===== config.mk =====
export PLATFORM = sky130hd
export DESIGN_NAME = cla_seq_adder
export DESIGN_NICKNAME = d
export VERILOG_FILES = /design/src/rtl/cla_seq_adder.sv
export SDC_FILE = /design/constraint.sdc
export NUM_CORES = 1
export LEC_CHECK = 0
export BUFFER_PORTS_ARGS = -buffer_cell sky130_fd_sc_hd__buf_2
export CORE_UTILIZATION = 35
export CTS_BUF_LIST = sky130_fd_sc_hd__clkbuf_8
export CTS_CLUSTER_DIAMETER = 40
export DETAILED_ROUTE_END_ITERATION = 10
export HOLD_SLACK_MARGIN = 0.15
export PLACE_DENSITY = 0.63
export SYNTH_ARGS = -nofsm -noshare
export SYNTH_HDL_FRONTEND = slang
export SYNTH_SLANG_ARGS = --single-unit

===== constraint.sdc =====
create_clock -name clk -period 9.12 [get_ports clk]
set_clock_uncertainty 0.2 [all_clocks]
set_input_delay 0.456 -clock clk [delete_from_list [all_inputs] [get_ports clk]]
set_output_delay 0.456 -clock clk [all_outputs]
set_load 0.05 [all_outputs]

===== src/rtl/cla_seq_adder.sv =====
// Multi-precision add/subtract over one 4-bit CLA, one nibble per clock, LSB first; NIB cycles accept-to-result.
// Backpressure: req_ready only in IDLE; result held in DONE until res_ready, no combinational ready paths.
module CLA (
    input  logic [3:0] in1,
    input  logic [3:0] in2,
    input  logic       cin,
    output logic [3:0] sum,
    output logic       cout
);
    logic [3:0] g;
    logic [3:0] p;
    logic [4:0] c;

    always_comb begin
        g    = in1 & in2;
        p    = in1 ^ in2;
        c[0] = cin;
        c[1] = g[0] | (p[0] & cin);
        c[2] = g[1] | (p[1] & g[0]) | (p[1] & p[0] & cin);
        c[3] = g[2] | (p[2] & g[1]) | (p[2] & p[1] & g[0]) | (p[2] & p[1] & p[0] & cin);
        c[4] = g[3] | (p[3] & g[2]) | (p[3] & p[2] & g[1]) | (p[3] & p[2] & p[1] & g[0])
             | (p[3] & p[2] & p[1] & p[0] & cin);
        sum  = p ^ c[3:0];
        cout = c[4];
    end
endmodule

module cla_seq_adder #(
    parameter int NIB = 4
) (
    input  logic              clk,
    input  logic              rst_n,
    input  logic              req_valid,
    output logic              req_ready,
    input  logic [4*NIB-1:0]  a,
    input  logic [4*NIB-1:0]  b,
    input  logic              cin,
    input  logic              sub,
    output logic              res_valid,
    input  logic              res_ready,
    output logic [4*NIB-1:0]  sum,
    output logic              cout,
    output logic              ovf,
    output logic              busy
);
    localparam int W     = 4 * NIB;
    localparam int CNT_W = (NIB > 1) ? $clog2(NIB) : 1;

    typedef enum logic [1:0] {IDLE, RUN, DONE} state_t;

    state_t             state_q, state_d;
    logic [W-1:0]       op_a_q, op_a_d;
    logic [W-1:0]       op_b_q, op_b_d;
    logic [W-1:0]       sum_q, sum_d;
    logic [CNT_W-1:0]   cnt_q, cnt_d;
    logic               carry_q, carry_d;
    logic               cout_q, cout_d;
    logic               ovf_q, ovf_d;
    logic               res_valid_q, res_valid_d;

    logic [3:0]         cla_in1, cla_in2, cla_sum;
    logic               cla_cout;
    logic               last_nib;

    CLA u_cla (
        .in1  (cla_in1),
        .in2  (cla_in2),
        .cin  (carry_q),
        .sum  (cla_sum),
        .cout (cla_cout)
    );

    assign last_nib = (cnt_q == CNT_W'(NIB - 1));

    always_comb begin
        cla_in1 = op_a_q[3:0];
        cla_in2 = op_b_q[3:0];
        for (int i = 0; i < NIB; i++) begin
            if (cnt_q == CNT_W'(i)) begin
                cla_in1 = op_a_q[4*i +: 4];
                cla_in2 = op_b_q[4*i +: 4];
            end
        end
    end

    always_comb begin
        state_d     = state_q;
        op_a_d      = op_a_q;
        op_b_d      = op_b_q;
        sum_d       = sum_q;
        cnt_d       = cnt_q;
        carry_d     = carry_q;
        cout_d      = cout_q;
        ovf_d       = ovf_q;
        res_valid_d = res_valid_q;
        case (state_q)
            IDLE: begin
                if (req_valid) begin
                    // Subtract is A + ~B + ~borrow, so the same CLA path serves both.
                    op_a_d  = a;
                    op_b_d  = sub ? ~b : b;
                    carry_d = sub ? ~cin : cin;
                    cnt_d   = '0;
                    state_d = RUN;
                end
            end
            RUN: begin
                for (int i = 0; i < NIB; i++) begin
                    if (cnt_q == CNT_W'(i)) sum_d[4*i +: 4] = cla_sum;
                end
                carry_d = cla_cout;
                if (last_nib) begin
                    cout_d      = cla_cout;
                    ovf_d       = (op_a_q[W-1] == op_b_q[W-1]) && (cla_sum[3] != op_a_q[W-1]);
                    res_valid_d = 1'b1;
                    state_d     = DONE;
                end else begin
                    cnt_d = cnt_q + CNT_W'(1);
                end
            end
            DONE: begin
                if (res_ready) begin
                    res_valid_d = 1'b0;
                    state_d     = IDLE;
                end
            end
            default: state_d = IDLE;
        endcase
    end

    always_ff @(posedge clk or negedge rst_n) begin
        if (!rst_n) begin
            state_q     <= IDLE;
            op_a_q      <= '0;
            op_b_q      <= '0;
            sum_q       <= '0;
            cnt_q       <= '0;
            carry_q     <= 1'b0;
            cout_q      <= 1'b0;
            ovf_q       <= 1'b0;
            res_valid_q <= 1'b0;
        end else begin
            state_q     <= state_d;
            op_a_q      <= op_a_d;
            op_b_q      <= op_b_d;
            sum_q       <= sum_d;
            cnt_q       <= cnt_d;
            carry_q     <= carry_d;
            cout_q      <= cout_d;
            ovf_q       <= ovf_d;
            res_valid_q <= res_valid_d;
        end
    end

    assign req_ready = (state_q == IDLE);
    assign busy      = (state_q != IDLE);
    assign res_valid = res_valid_q;
    assign sum       = sum_q;
    assign cout      = cout_q;
    assign ovf       = ovf_q;
endmodule


-- Word-level counts from Yosys, hierarchy flattened
Cells that the tools add are included.
- flip-flop bits (word level): 56
- input bits: 38
- output and inout port bits: 21
- word-level logic and storage cells: 90
- add/subtract/negate cells: 1
- equality and inequality tests: 11
- multiplexer cells: 20
- bitwise gates (word level): 31
- reductions and logical operators: 15
- operators with widths (cell ; number):
    4-bit two-way mux ; 6
    1-bit AND ; 16
    16-bit two-way mux ; 1
    16-bit inverter ; 1
    2-bit AND reduction ; 6
    2-bit two-way mux ; 5
    1-bit OR ; 10
    3-bit AND reduction ; 3
    2-bit inequality test (second input constant) ; 4
    4-bit XOR ; 2
    2-bit == test (second input constant) ; 3
    2-bit case mux with 3 select lines ; 1
    2-bit nonzero test ; 3
    4-bit AND ; 1
    2-bit by 1-bit == test with 1-bit output (second input constant) ; 2
    2-bit logical NOT ; 2
    1-bit two-way mux ; 4
    1-bit case mux with 2 select lines ; 2
    2-bit case mux with 2 select lines ; 1
    2-bit by 1-bit adder with 2-bit output (second input constant) ; 1
    1-bit == test ; 1
    1-bit logical AND ; 1
    1-bit inequality test ; 1
    1-bit inverter ; 1

-- Longest topological paths before layout
Gate-level depths: netlist of the first run.
- word-level depth: 12
- mapped depth: 12
- mapped depth without buffers: 11

-- Hierarchy
From an unflattened synthesis of the first run, not the netlist that was laid out.
- cells, all modules: 234
- area total of the unflattened synthesis: 2753.9 um2
- by module, submodules not included (module ; instances ; cells an instance ; area each (um2) ; seq. area each (um2)):
    cla_seq_adder ; 1 ; 217 ; 2606.2 ; 1401.3
    CLA ; 1 ; 17 ; 147.6 ; 0.0

-- Least setup slack after synthesis of the first run
No wires, ideal clock.
- kind: register to register
- start point: register cnt_q[0]
- end point: register ovf_q, in the netlist ovf
- setup time: 0.087 ns
- data arrival time: 2.713 ns
- path slack: 6.121 ns
- cell stages (with the launch flop): 12
- buffers on the path: 2
- cell sequence: dfrtp_1 > inv_1 > ha_1 > clkbuf_1 > clkbuf_1 > a21oi_1 > o21ai_0 > ha_1 > a21o_1 > and4_4 > or3_4 > o211ai_1
- longest elaborated chain between the ends: 12
- elaborated cells between the ends (all ways): 23
- RTL lines (what ; line ; text):
    from (decl) ; 55 ; logic [CNT_W-1:0] cnt_q, cnt_d;
    from (signal assigned) ; 147 ; cnt_q <= cnt_d;
    2-bit by 1-bit == test with 1-bit output ; 79 ; if (cnt_q == CNT_W'(i)) begin
    4-bit two-way mux (3 in series) ; 79 ;
    4-bit XOR or 4-bit AND (tied branches) ; 16, 15 ;
    1-bit AND ; 20 ; c[3] = g[2] | (p[2] & g[1]) | (p[2] & p[1] & g[0]) | (p[2] & p[1] & p[0] & cin);
    1-bit OR or 1-bit AND (tied branches) (2 in series) ; 20 ;
    1-bit OR ; 20 ;
    4-bit XOR ; 23 ; sum = p ^ c[3:0];
    1-bit inequality test ; 114 ; ovf_d = (op_a_q[W-1] == op_b_q[W-1]) && (cla_sum[3] != op_a_q[W-1]);
    1-bit logical AND ; 114 ;
    to (signal assigned) ; 150 ; ovf_q <= ovf_d;
    to (decl) ; 58 ; logic ovf_q, ovf_d;
Parallel ways exist; a longest one is shown, timed or not.
A chain may end at the register's enable or synchronous reset.

-- Worst setup path in the final report of the first run
- start point: register cnt_q[1]
- end point: register ovf_q, in the netlist ovf
The elaborated chain is that of the path after synthesis.

==> flow_results.org, run 1 <==
** Run status
- The flow ran to the end, and the final reports show no timing, DRC or antenna violations.

** Flow run
- The tool flagged a number of max-cap violations equal to 0.

** Worst setup path
- The worst setup path is launched from a flop.
- Critical path endpoint category :: flop
- Largest fanout on the critical path :: 9
- WS Path Type :: reg -> reg
- Required time worst endpoint :: 9.15 ns
- Signal arrival time at the worst endpoint :: 3.26 ns

** Clocking
- TritonCTS clock tree :: built
- CTS Hold Buffers Added :: 2
- Counting every sink on the clock net gives 56.
- CTS placed an instance of clkbuf_8 at the clock tree root.
- Post-CTS repair changed the size of 0 cells.
- Insertion delay to the later sink of the worst-skew pair :: 0.31 ns
- H-tree lvl count :: 2
- Once the clock tree was built, the setup fixing pass inserted 0 buffers.
- Deepest clock path buffer count :: 2
- Number of buffers added by the clock tree synthesis step :: 5
- After clock tree synthesis, the clock-pin slew on the worst setup and hold paths is 0.10 ns.

** Global routing
- Remaining global-route overflow :: 0
- Antenna violations before repair :: 0
- Overall Global Routing Usage :: 0.146
- Largest net degree at the start of global routing :: 57
- The via count of the first global-routing pass was 1,888.
- First-pass GRT wire length :: 8850 um

** STA
- Maximum operating frequency :: 310 MHz
- Crit share post-route :: 0.354
- Setup violations remaining at the end of the flow were counted as 0.
- Summed over all failing endpoints, the final setup total negative slack is 0 ns.
- Worst-Margin Slew :: 0.701 ns
- The final-report hold violation count was 0.
- Worst slew margin relative to its limit :: 0.533
- Across all setup checks in the final design, the least slack found is 5.90 ns.
- Unrepaired setup endpoints after global routing :: no
- Max-slew violation count :: 0
- For the finished layout, the period the worst path requires is 3.22 ns.

** Die
- The core region is 7330 um^2.
- Y dimension of the die :: 89.6 um
- The initial utilization of the core area, before any placement, comes to 0.366.
- Width of the chip :: 89.6 um
- 59 I/O pins were placed.
- Die area :: 8030 um^2
- In this run the core area contains 31 standard-cell rows.

** Synth
- For this run, asynchronously set or reset flops after synthesis account for 1.00.
- Cell area after technology mapping :: 2690 um^2
- For this run, the register share of the synthesized area comes to 0.522.
- Number of flops mapped to enable cells by yosys :: 0
- Number of distinct library cells after synthesis :: 28
- Synthesized area per cell :: 10.4 um^2
- The synthesized design contains 56 register bits.
- The most used flip-flop cell after synthesis is dfrtp_1.
- Total number of yosys warnings :: 0
- Synthesized instance count :: 258
- Counting every net in the synthesized netlist gives 305.

** Placed design
- After detailed placement, the total cell area comes to 3060 um^2.
- Pre-CTS setup slack :: 5.90 ns
- Count of input and output buffers :: 58
- Detailed placement ended at an HPWL of 3850 um.
- The congestion estimate from routability-driven global placement came to 0.825.
- In this run, placement finished with an instance count of 404.

** Layout
- In the final layout, the share of cells above drive strength 1 is 0.292.
- Layout net count :: 361
- Area overhead of the layout relative to synthesis :: 19.1%
- 0 antenna diodes ended up in the layout.
- Leaving out filler cells and counting taps, the final layout contains 414.
- Final Cell Area :: 3200 um^2

** Routing
- The pre-antenna-repair detailed-routing pass consisted of 4 iterations.
- Once detail routing completed, the nets flagged for antenna violations numbered 0.
- In this run, the number of DRC markers left after iteration 0 of detailed routing was 64.
- Number of remaining DRC errors :: 0
- Number of vias in the routed layout :: 1,938
- After detailed routing, the total wire length is 5390 um.
- Routed wirelength normalized by instance count :: 13.0 um
- After detailed routing, the number of vias per cell comes to 4.68.

** Hold path
- The min-delay analysis places its worst path in the category in -> reg.
[layer usage]
layer | track usage | part of all wire | vias up | wire length (um)
met5 | 0 | 0 | - | 0
met4 | 0.0303 | 0.0056 | 0 | 30
met3 | 0.0329 | 0.039 | 4 | 211
met2 | 0.250 | 0.47 | 54 | 2530
met1 | 0.190 | 0.49 | 896 | 2620
li1 | - | - | 984 | -
[logic make-up (layout without fill, tap and decap cells)]
logic type                 Yosys count  count (layout)  share of synthesized area
adders and majority gates            9               9                     0.0447
buffers and inverters               17              74                     0.0275
xor gates and xnor gates            19              19                     0.0620
and+or+nand+nor                     69              69                      0.112
muxes                               28              28                      0.114
AOI/OAI and AO/OA                   60              60                      0.118
DFF                                 56              56                      0.522
[registers in the layout, summed over array words and instances, names as in the netlist]
signal / cells
cout: 1
op_a_q: 16
res_valid: 1
carry_q: 1
ovf: 1
state_q: 2
cnt_q: 2
op_b_q: 16
sum: 16
[area by class of cell]
class / count / area [um^2]
multi-input cells: 185 / 1220
repair buffers: 62 / 325
well taps: 99 / 124
inverters: 4 / 15.0
flip-flops and latches: 56 / 1400
clock buffers: 5 / 68.8
fillers: 729 / 4130
clock inverters: 3 / 47.5
[synth_stat cells, types with 4 or more instances]
| cell | count | area (um^2) |
|---|---|---|
| a21oi_1 | 28 | 140 |
| buf_2 | 8 | 40.0 |
| clkbuf_1 | 5 | 18.8 |
| dfrtp_1 | 56 | 1400 |
| ha_1 | 8 | 100 |
| inv_1 | 4 | 15.0 |
| mux2_2 | 20 | 225 |
| mux2i_1 | 8 | 80.1 |
| nand2_1 | 30 | 113 |
| nor2_1 | 29 | 109 |
| o21ai_0 | 25 | 125 |
| xnor2_1 | 18 | 158 |
[through the flow]
stage	hold slack, ns	util
after CTS	0.165	0.436
after global placement	0.257	0.418
after floorplan	-0.0396	-
after global routing	0.166	0.436
final	0.175	0.436
after detailed placement	0.269	0.418
[critical path, stage by stage (launching register included)]
cell and delay (ns):
dfrtp_1 0.42, inv_1 0.10, ha_1 0.52, mux2i_1 0.15, nor2_1 0.11, a21oi_1 0.05
o21ai_0 0.32, ha_1 0.32, a21o_1 0.20, and4_4 0.19, or3_4 0.40, o211ai_1 0.17
[cell usage in the layout, fill, tap and decap left out, drive strengths merged, types with 2 or more instances in the layout]
master | Yosys | routed
a21oi | 28 | 28
buf | 8 | 60
clkbuf | 5 | 5
clkinv | 0 | 2
dfrtp | 56 | 56
dlygate4sd3 | 0 | 2
ha | 8 | 8
inv | 4 | 4
mux2 | 20 | 20
mux2i | 8 | 8
nand2 | 30 | 30
nor2 | 29 | 29
nor2b | 2 | 2
o211ai | 2 | 2
o21ai | 25 | 25
o31ai | 2 | 2
or3 | 2 | 2
xnor2 | 18 | 18
[worst paths after layout]
path                                            from                      to  slack [ns]  cells past startpoint
worst max-delay path            cnt_q[1]$_DFFE_PN0P_         ovf$_DFFE_PN0P_        5.90                     11
worst max register to register  cnt_q[1]$_DFFE_PN0P_         ovf$_DFFE_PN0P_        5.90                     11
worst min-delay path                            a[1]   op_a_q[1]$_DFFE_PN0P_        0.18                      2
max in group asynchronous                      rst_n   op_b_q[9]$_DFFE_PN0P_        7.65                      3
worst min register to register      cout$_DFFE_PN0P_        cout$_DFFE_PN0P_        0.29                      2
min in group asynchronous                      rst_n  state_q[1]$_DFFE_PN0P_        0.62                      3
Power of run 1 is left out: the tool's default activity adds up to more than one toggle a clock period on the data nets, which glitch-free logic cannot reach.
==> run 2: changes to the inputs <==
Settings changed: ABC_AREA set to 1, PLACE_DENSITY 0.63 to 0.62.
Clock period 9.12 ns to 3.06 ns, I/O delays scaled along.
==> run 2 against run 1 <==
  * Cell count up 29%
  * Area after synthesis rose by 4.8%
  * First-iteration DRC count increased by 42%
  * Global-route usage up 2.0 points
  * Register-to-register slack worse by 5.6 ns
  * Maximum frequency rose by 18%
  * Via count grew 23%
  * Cell area rose by 17%
==> flow_results.org, run 2 <==
** Run status
- The flow ran to the end, and the final reports show no timing, DRC or antenna violations.

** Synth
- Number of distinct library cells after synthesis :: 28
- The share of synthesized area in the top cell type comes to 0.498.
- Cell area after technology mapping :: 2810 um^2
- During synthesis, Yosys emitted a total of 0 warnings.
- By area the synthesized netlist is led by dfrtp_1 (50%), nand2_1 (16%), o21ai_0 (4.8%).
- The synthesized design contains 56 register bits.
- Counting flops with an async set or reset pin after synthesis yields a share of 1.00.
- Dominant register cell in the synthesized netlist :: dfrtp_1
- Synthesized instance count :: 328
- The number of nets handed over by synthesis was 375.
- Top post-synthesis cells by count :: nand2_1 (118), dfrtp_1 (56), o21ai_0 (27)
- Fraction of the yosys area taken by sequential cells :: 0.498
- The biggest area contributor in the post-synthesis netlist is dfrtp_1.
- Dividing the synthesized area by the synthesized cell count gives 8.58 um^2.
- nand2_1 is the most common cell in the netlist.
- Number of flops mapped to enable cells by yosys :: 0

** Worst setup path
- The worst setup path is launched from a flop.
- The worst register-to-register path ends at carry_q$_DFFE_PN0P_.
- The most numerous cell type found on the critical path is inv_1.
- R2R depth :: 14
- On the critical path, the stage with the largest delay is an instance of dfrtp_1.
- Signal arrival time at the worst endpoint :: 2.75 ns
- Critical path endpoint category :: flop
- End point of the critical path :: carry_q$_DFFE_PN0P_
- Required time worst endpoint :: 3.07 ns
- R2R Setup Slk :: 0.32 ns
- The critical path in this run is classified as reg -> reg.
- On the worst path, the slowest cell contributes a delay of 0.38 ns.
- In this run the worst setup path begins at cnt_q[0]$_DFFE_PN0P_.
- The critical path goes through inv_1 -> ha_1 -> inv_1 -> nand3_1 -> o21ai_0 -> a21oi_1 -> ha_1 -> or2_1 -> nand2_2 -> nand2_2 -> nand2_4 -> nand2_1 -> o21ai_1 -> inv_1.
- Largest fanout on the critical path :: 13
- Beginning of the worst register-to-register path :: cnt_q[0]$_DFFE_PN0P_

** Placed design
- Detailed placement finished with a half-perimeter wire length of 4500 um.
- Count of input and output buffers :: 58
- Routability congestion estimate from global placement :: 0.825
- Pre-CTS setup slack :: 0.271 ns
- Post-detailed-placement cell area :: 3190 um^2

** Die
- For this configuration, the core starts out at a cell density of 0.362.
- Core Box Area :: 7770 um^2
- Number of standard-cell rows in the floorplan :: 32
- From bottom edge to top edge, the die measures 91.6 um.
- Die area :: 8400 um^2
- I/O pin total :: 59
- Width of the chip :: 91.6 um

** Clocking
- The H-tree was split into 2 levels.
- Number of buffers added by the clock tree synthesis step :: 5
- Clock-pin slew reported for the worst setup and hold paths after clock tree synthesis :: 0.09 ns
- Insertion delay to the later sink of the worst-skew pair :: 0.31 ns
- TritonCTS built the clock tree.
- CTS placed an instance of clkbuf_8 at the clock tree root.
- Deepest clock path buffer count :: 2
- Clock tree synthesis found a total of 56 sinks.

** Hold path
- Hold Crit Depth :: 5
- The min-delay analysis places its worst path in the category in -> reg.

** STA
- Setup Viol. Count Final :: 0
- Worst slew margin relative to its limit :: 0.487
- The final-report hold violation count was 0.
- In the final timing run, aggregate negative setup slack is 0 ns.
- Setup slack of the critical path after layout :: 0.318 ns
- For the pin with the worst max-slew slack, the measured transition is 0.769 ns.
- Max-slew violation count :: 0
- Setup repair after global routing left no endpoint under its margin.
- Static timing analysis puts the maximum clock frequency at 365 MHz.
- Of the available clock period, the critical path in the final layout requires 0.896.
- After layout, the minimum clock period comes to 2.74 ns.

** Routing
- Number of DRC markers after the initial detailed-route iteration :: 91
- Vias per cell :: 4.50
- Dividing the detail-routed wire length by the instance count gives 12.0 um.
- Number of vias in the routed layout :: 2,392
- The final layout contains routed wiring with a total length of 6370 um.
- The detail route stage leaves a number of antenna-violating nets equal to 0.
- The first TritonRoute pass finished after 4 iterations.
- In the routed design, unresolved DRC markers number 0.

** Global routing
- The number of antenna violations at the first check in global routing came to 0.
- In the global route stage, overall resource usage came out at 0.166.
- Remaining global-route overflow :: 0
- The via count of the first global-routing pass was 2,433.
- The first global-routing pass estimated 10,900 um of wire.
- Largest net degree at the start of global routing :: 35

** Power
- Of the total power, the share spent switching nets is 0.508.
- Power share of the sequential group :: 0.301
- For this design the total switching power over the nets is 2.18 mW.
- Worst IR drop on VDD :: 0.517 mV
- For this design the static power due to leakage is 1.88 nW.
- The internal power of the cells totals 2.11 mW.
- Logic pwr share :: 0.598
- In this run the power density over the cells is 1150 nW/um^2.
- The share of total power dissipated in the clock network is 0.101.

** Layout
- After routing the design area is 3730 um^2.
- In the layout the commonest cells are nand2_1 (118), buf_2 (58), dfrtp_1 (56), dlygate4sd3_1 (45), o21ai_0 (26).
- After the last flow step, the layout net total stands at 477.
- Most common cell after layout, fill and taps aside :: nand2_1
- The filler cells instantiated in the layout total 811.
- Diodes inserted :: 0
- Ratio of cells with drive above 1 in the final layout :: 0.195
- The area growth from synthesis to layout is 32.7%.

** Flow run
- Number of violations of the max-capacitance limit :: 0
run 2: changes by cell type after synthesis, moves of 5 or more:
cell / delta
a21oi_1: -26
xor2_1: +8
clkbuf_1: -5
nand2_1: +88
xnor2_1: -8
nor2_1: -23
inv_1: +19
mux2i_1: -8
nand3_1: +16
mux2_2: -20
buf_4: +5
o21ai_1: +16
run 2: final cells by class:
| cell class | count | area, um^2 | share of cell area |
|---|---|---|---|
| Inverter | 28 | 108 | 0.0288 |
| Multi-Input combinational cell | 233 | 1240 | 0.331 |
| Clock buffer | 7 | 96.3 | 0.0258 |
| Sequential cell | 56 | 1400 | 0.375 |
| Tap cell | 102 | 128 | 0.0342 |
| Timing Repair Buffer | 106 | 763 | 0.204 |
run 2: routing by layer:
layer / global-route usage / vias up / wire length [um]
li1: - / 1236 / -
met3: 0.0290 / 8 / 227
met1: 0.213 / 1096 / 3040
met5: 0 / - / 0
met4: 0.0516 / 0 / 85
met2: 0.283 / 52 / 3010
run 2: worst max-delay path: cells and delay by family, from the launching register on:
| kind | cells | cell delay (ns) |
|---|---|---|
| AOI/OAI and AO/OA | 3 | 0.31 |
| adders and majority gates | 2 | 0.63 |
| buffers and inverters | 3 | 0.43 |
| DFF | 1 | 0.38 |
| and+or+nand+nor | 6 | 0.69 |
run 2: how the worst min path moves through the flow:
stage | startpoint | endpoint | slack (ns)
after global routing | req_valid | op_a_q[13]$_DFFE_PN0P_ | 0.18
after floorplan | rst_n | carry_q$_DFFE_PN0P_ | -0.34
after detailed placement | rst_n | sum[6]$_DFFE_PN0P_ | 0.08
after CTS | req_valid | op_a_q[6]$_DFFE_PN0P_ | 0.15
final | req_valid | op_a_q[6]$_DFFE_PN0P_ | 0.15
after global placement | rst_n | sum[4]$_DFFE_PN0P_ | 0.06
run 2: metrics by stage:
stage | power, mW | util | std cells | hold slack (ns)
after global routing | 4.71 | 0.481 | 532 | 0.179
after floorplan | 3.24 | - | 328 | -0.343
after global placement | 3.75 | 0.410 | 480 | 0.0573
after detailed placement | 3.81 | 0.410 | 480 | 0.0772
after CTS | 4.31 | 0.481 | 532 | 0.151
final | 4.29 | 0.481 | 532 | 0.149
run 2: kinds of logic (layout without fill, tap and decap cells):
kind of cell    Yosys count  in the layout  share of synthesized area
flops                    56             56                      0.498
simple gates            153            153                      0.240
compound gates           52             52                     0.0974
xor+xnor                 19             19                     0.0592
buf+inv                  39            141                     0.0623
fa+ha+maj                 9              9                     0.0427
run 2: repair_timing:
action,in CTS,in global routing
hold buffers,45,0
gates resized for setup,0,1
hold endpoints to repair,67,0
setup buffers,0,0
setup endpoints to repair,0,1
run 2: power by group through the flow:
stage | sequential (mW) | clock, mW | combinational (mW)
floorplan | 1.65 | 0 | 1.59
global placement | 1.30 | 0 | 2.45
detailed placement | 1.31 | 0 | 2.50
CTS | 1.29 | 0.442 | 2.57
global route | 1.33 | 0.474 | 2.91
finish | 1.29 | 0.433 | 2.56
Power figures use the tool's default switching activity.
==> run 3: changes to the inputs <==
Settings changed: MAX_ROUTING_LAYER set to met4.
==> run 3 against run 2 <==
  * Worst setup slack worse by 0.017 ns
  * Sequential share of layout area up 0.50 points
  * Worst hold slack worse by 0.00095 ns
  * First-iteration DRC count down 34%
  * Critical endpoint unchanged
  * Wire length down 3.4%
  * Clock power up 7.9%
  * Cell count down 0.94%
  * Largest cell class unchanged
  * Utilization down 0.63 points
  * Die area unchanged
  * Sequential power about the same
  * Via count down 0.71%
==> flow_results.org, run 3 (synthesized netlist as in run 2, its figures left out) <==
** Run status
- The flow ran to the end, and the final reports show no timing, DRC or antenna violations.

** Worst setup path
- The setup path with the least slack is of type reg -> reg.
- STA puts the critical path data arrival time at 2.76 ns.
- The critical path goes through inv_1 -> ha_1 -> inv_1 -> nand3_1 -> o21ai_0 -> a21oi_1 -> ha_1 -> or2_1 -> nand2_2 -> nand2_2 -> nand2_4 -> nand2_1 -> o21ai_1 -> inv_1.
- Critical path endpoint category :: flop
- Across all register-to-register paths, the minimum setup slack is 0.30 ns.
- Among the stages of the critical path, the cell type that occurs most often is inv_1.
- STA puts the critical path data required time at 3.06 ns.
- The critical path ends at carry_q$_DFFE_PN0P_.
- For this design, the slowest cell found on the critical path is dfrtp_1.
- The worst register-to-register path has a depth of 14.
- Largest fanout on the critical path :: 13
- Worst Setup Start Kind :: flop
- For this run, the slowest stage of the critical path takes 0.39 ns.
- Beginning of the worst register-to-register path :: cnt_q[0]$_DFFE_PN0P_
- The most critical setup path has its startpoint at cnt_q[0]$_DFFE_PN0P_.
- Capture instance of the worst register-to-register path :: carry_q$_DFFE_PN0P_

** Clocking
- At the later pin of the worst-skew pair, clock insertion delay measures 0.30 ns.
- The tree built by TritonCTS fans out to 56 sinks.
- TritonCTS clock tree :: built
- Buffers added to address setup during post-CTS repair amount to 0.
- Clock-pin slew was measured on the worst setup and hold paths at 0.09 ns.
- Deepest clock path buffer count :: 2
- The tree is rooted in a clkbuf_8.
- Buffers inserted during clock tree synthesis total 5.
- H-tree lvl count :: 2

** Global routing
- Overall Global Routing Usage :: 0.161
- The first global-routing pass estimated 10,400 um of wire.
- Entering global routing, the biggest net connects 35 pins.
- The via count of the first global-routing pass is 2,294.
- Summed over all layers, the global routing overflow is 0.
- Antenna violations before repair :: 0

** Routing
- Routed wirelength normalized by instance count :: 11.7 um
- First-pass detailed-route iteration total :: 4
- Once detail routing completed, the nets flagged for antenna violations numbered 0.
- Number of remaining DRC errors :: 0
- The detailed router placed 2,375 vias in this run.
- Dividing the detail-routed via count by the number of cells gives 4.51.
- For this block, the initial DRC count from the detailed router was 60.
- Total detailed-routing wirelength :: 6150 um

** STA
- Adding up every negative setup slack in the final design gives 0 ns.
- The clock period could shrink to 2.76 ns.
- Setup Viol. Count Final :: 0
- Worst Hold Slack :: 0.148 ns
- Setup slack of the critical path after layout :: 0.302 ns
- The max-slew violation total from the final report came to 0.
- The final-report hold violation count is 0.
- For this run, the top clock speed supported by timing is 363 MHz.
- Measured against its own limit, the worst slew margin works out to 0.504.
- In the finished design, the share of the clock period the worst path needs comes to 0.901.
- Worst-Margin Slew :: 0.744 ns
- Setup repair after global routing left no endpoint under its margin.

** Die
- In this run the core area contains 32 standard-cell rows.
- Measured along the y axis, the die boundary spans 91.6 um.
- Effective utilization at floorplan :: 0.362
- I/O pin total :: 59
- The floorplan step defined a core boundary enclosing 7770 um^2.
- Die area :: 8400 um^2
- Width of the chip :: 91.6 um

** Layout
- Commonest non-fill, non-tap cells in the layout :: nand2_1 (118), buf_2 (58), dfrtp_1 (56), dlygate4sd3_1 (39), o21ai_0 (26)
- Summing all multi-input logic gate instances after layout gives 1240 um^2.
- Leaving out fill and tap cells, the most frequent cell in the layout is nand2_1.
- Counting the fill cells in the layout gives 803.
- Excluding fillers, the count of instances in the completed layout stands at 527.
- Registers take 1400 um^2.
- In the final layout, the share of cells above drive strength 1 is 0.198.
- Layout net count :: 471
- From synthesis to final layout, the design area changed by 31.0%.
- The repair_antennas step left the layout with diodes totalling 0.

** Placed design
- Prior to clock tree synthesis, the placed netlist has a worst setup slack of 0.273 ns.
- After legalization and detailed placement, the total HPWL measured 4520 um.
- During placement, the flow inserted port buffers numbering 58.
- Routability congestion estimate from global placement :: 0.851
- Number of placed instances, taps included :: 480

** Hold path
- Launch instance of the worst min-delay path :: req_valid
- The worst hold path belongs to the class in -> reg.

** Power
- P_int :: 2.13 mW
- Switching power share of the total :: 0.504
- For this design the total switching power over the nets is 2.17 mW.
- Worst IR drop on VDD :: 0.472 mV
- Of the total power, the clock network draws 0.109.
- Summing internal, switching and leakage power gives 4.30 mW.
- Logic pwr share :: 0.591
- Of the total power, registers draw 0.300.
- In this run the static leakage power is 1.88 nW.
- Power density of the placed cells :: 1170 nW/um^2

** Flow run
- The tool flagged a number of max-cap violations equal to 0.
-- run 3: cell types whose count changed in the layout (fill, tap and decap cells not counted), sizes merged --
cell         delta
bufinv          +1
clkbuf          -2
clkinv          +1
dlygate4sd3     -6
inv             +1
-- run 3: timing repair --
action	CTS	global route
gates resized for setup	0	1
hold buffers	39	0
hold endpoints to repair	67	0
setup endpoints to repair	0	1
-- run 3: critical path, delay by kind of cell, from the launching register on --
family	cells	cell delay [ns]
fa+ha+maj	2	0.62
buf+inv	3	0.44
simple gates	6	0.71
flops	1	0.39
compound gates	3	0.30
-- run 3: worst min-delay path by stage --
| stage | cells past startpoint | end | slack [ns] |
|---|---|---|---|
| global route | 5 | op_a_q[11]$_DFFE_PN0P_ | 0.17 |
| finish | 5 | op_a_q[11]$_DFFE_PN0P_ | 0.15 |
| floorplan | 0 | carry_q$_DFFE_PN0P_ | -0.34 |
| CTS | 5 | op_a_q[11]$_DFFE_PN0P_ | 0.16 |
| detailed placement | 1 | sum[8]$_DFFE_PN0P_ | 0.06 |
| global placement | 1 | sum[4]$_DFFE_PN0P_ | 0.06 |
-- run 3: area by class of cell --
| cell class | count | share of cell area |
|---|---|---|
| Clock buffer | 5 | 0.0187 |
| Clock inverter | 3 | 0.0105 |
| Timing Repair Buffer | 100 | 0.191 |
| Sequential cell | 56 | 0.380 |
| Tap cell | 102 | 0.0346 |
| Inverter | 28 | 0.0292 |
| Multi-Input combinational cell | 233 | 0.336 |
-- run 3: power by group through the flow --
stage / clock network [mW] / registers, mW / logic [mW]
CTS: 0.485 / 1.30 / 2.56
floorplan: 0 / 1.65 / 1.59
finish: 0.467 / 1.29 / 2.54
global route: 0.513 / 1.33 / 2.88
detailed placement: 0 / 1.31 / 2.50
global placement: 0 / 1.30 / 2.46
-- run 3: routing by layer --
| metal | share of wire | GRT usage |
|---|---|---|
| met1 | 0.47 | 0.197 |
| met2 | 0.49 | 0.276 |
| met3 | 0.039 | 0.0307 |
| met4 | 0.0075 | 0.0357 |
| met5 | 0 | - |
-- run 3: stage by stage --
step / area, um^2 / utilization
final: 3680 / 0.474
after floorplan: 2810 / -
after detailed placement: 3190 / 0.410
after CTS: 3680 / 0.474
after global routing: 3680 / 0.474
after global placement: 3190 / 0.410
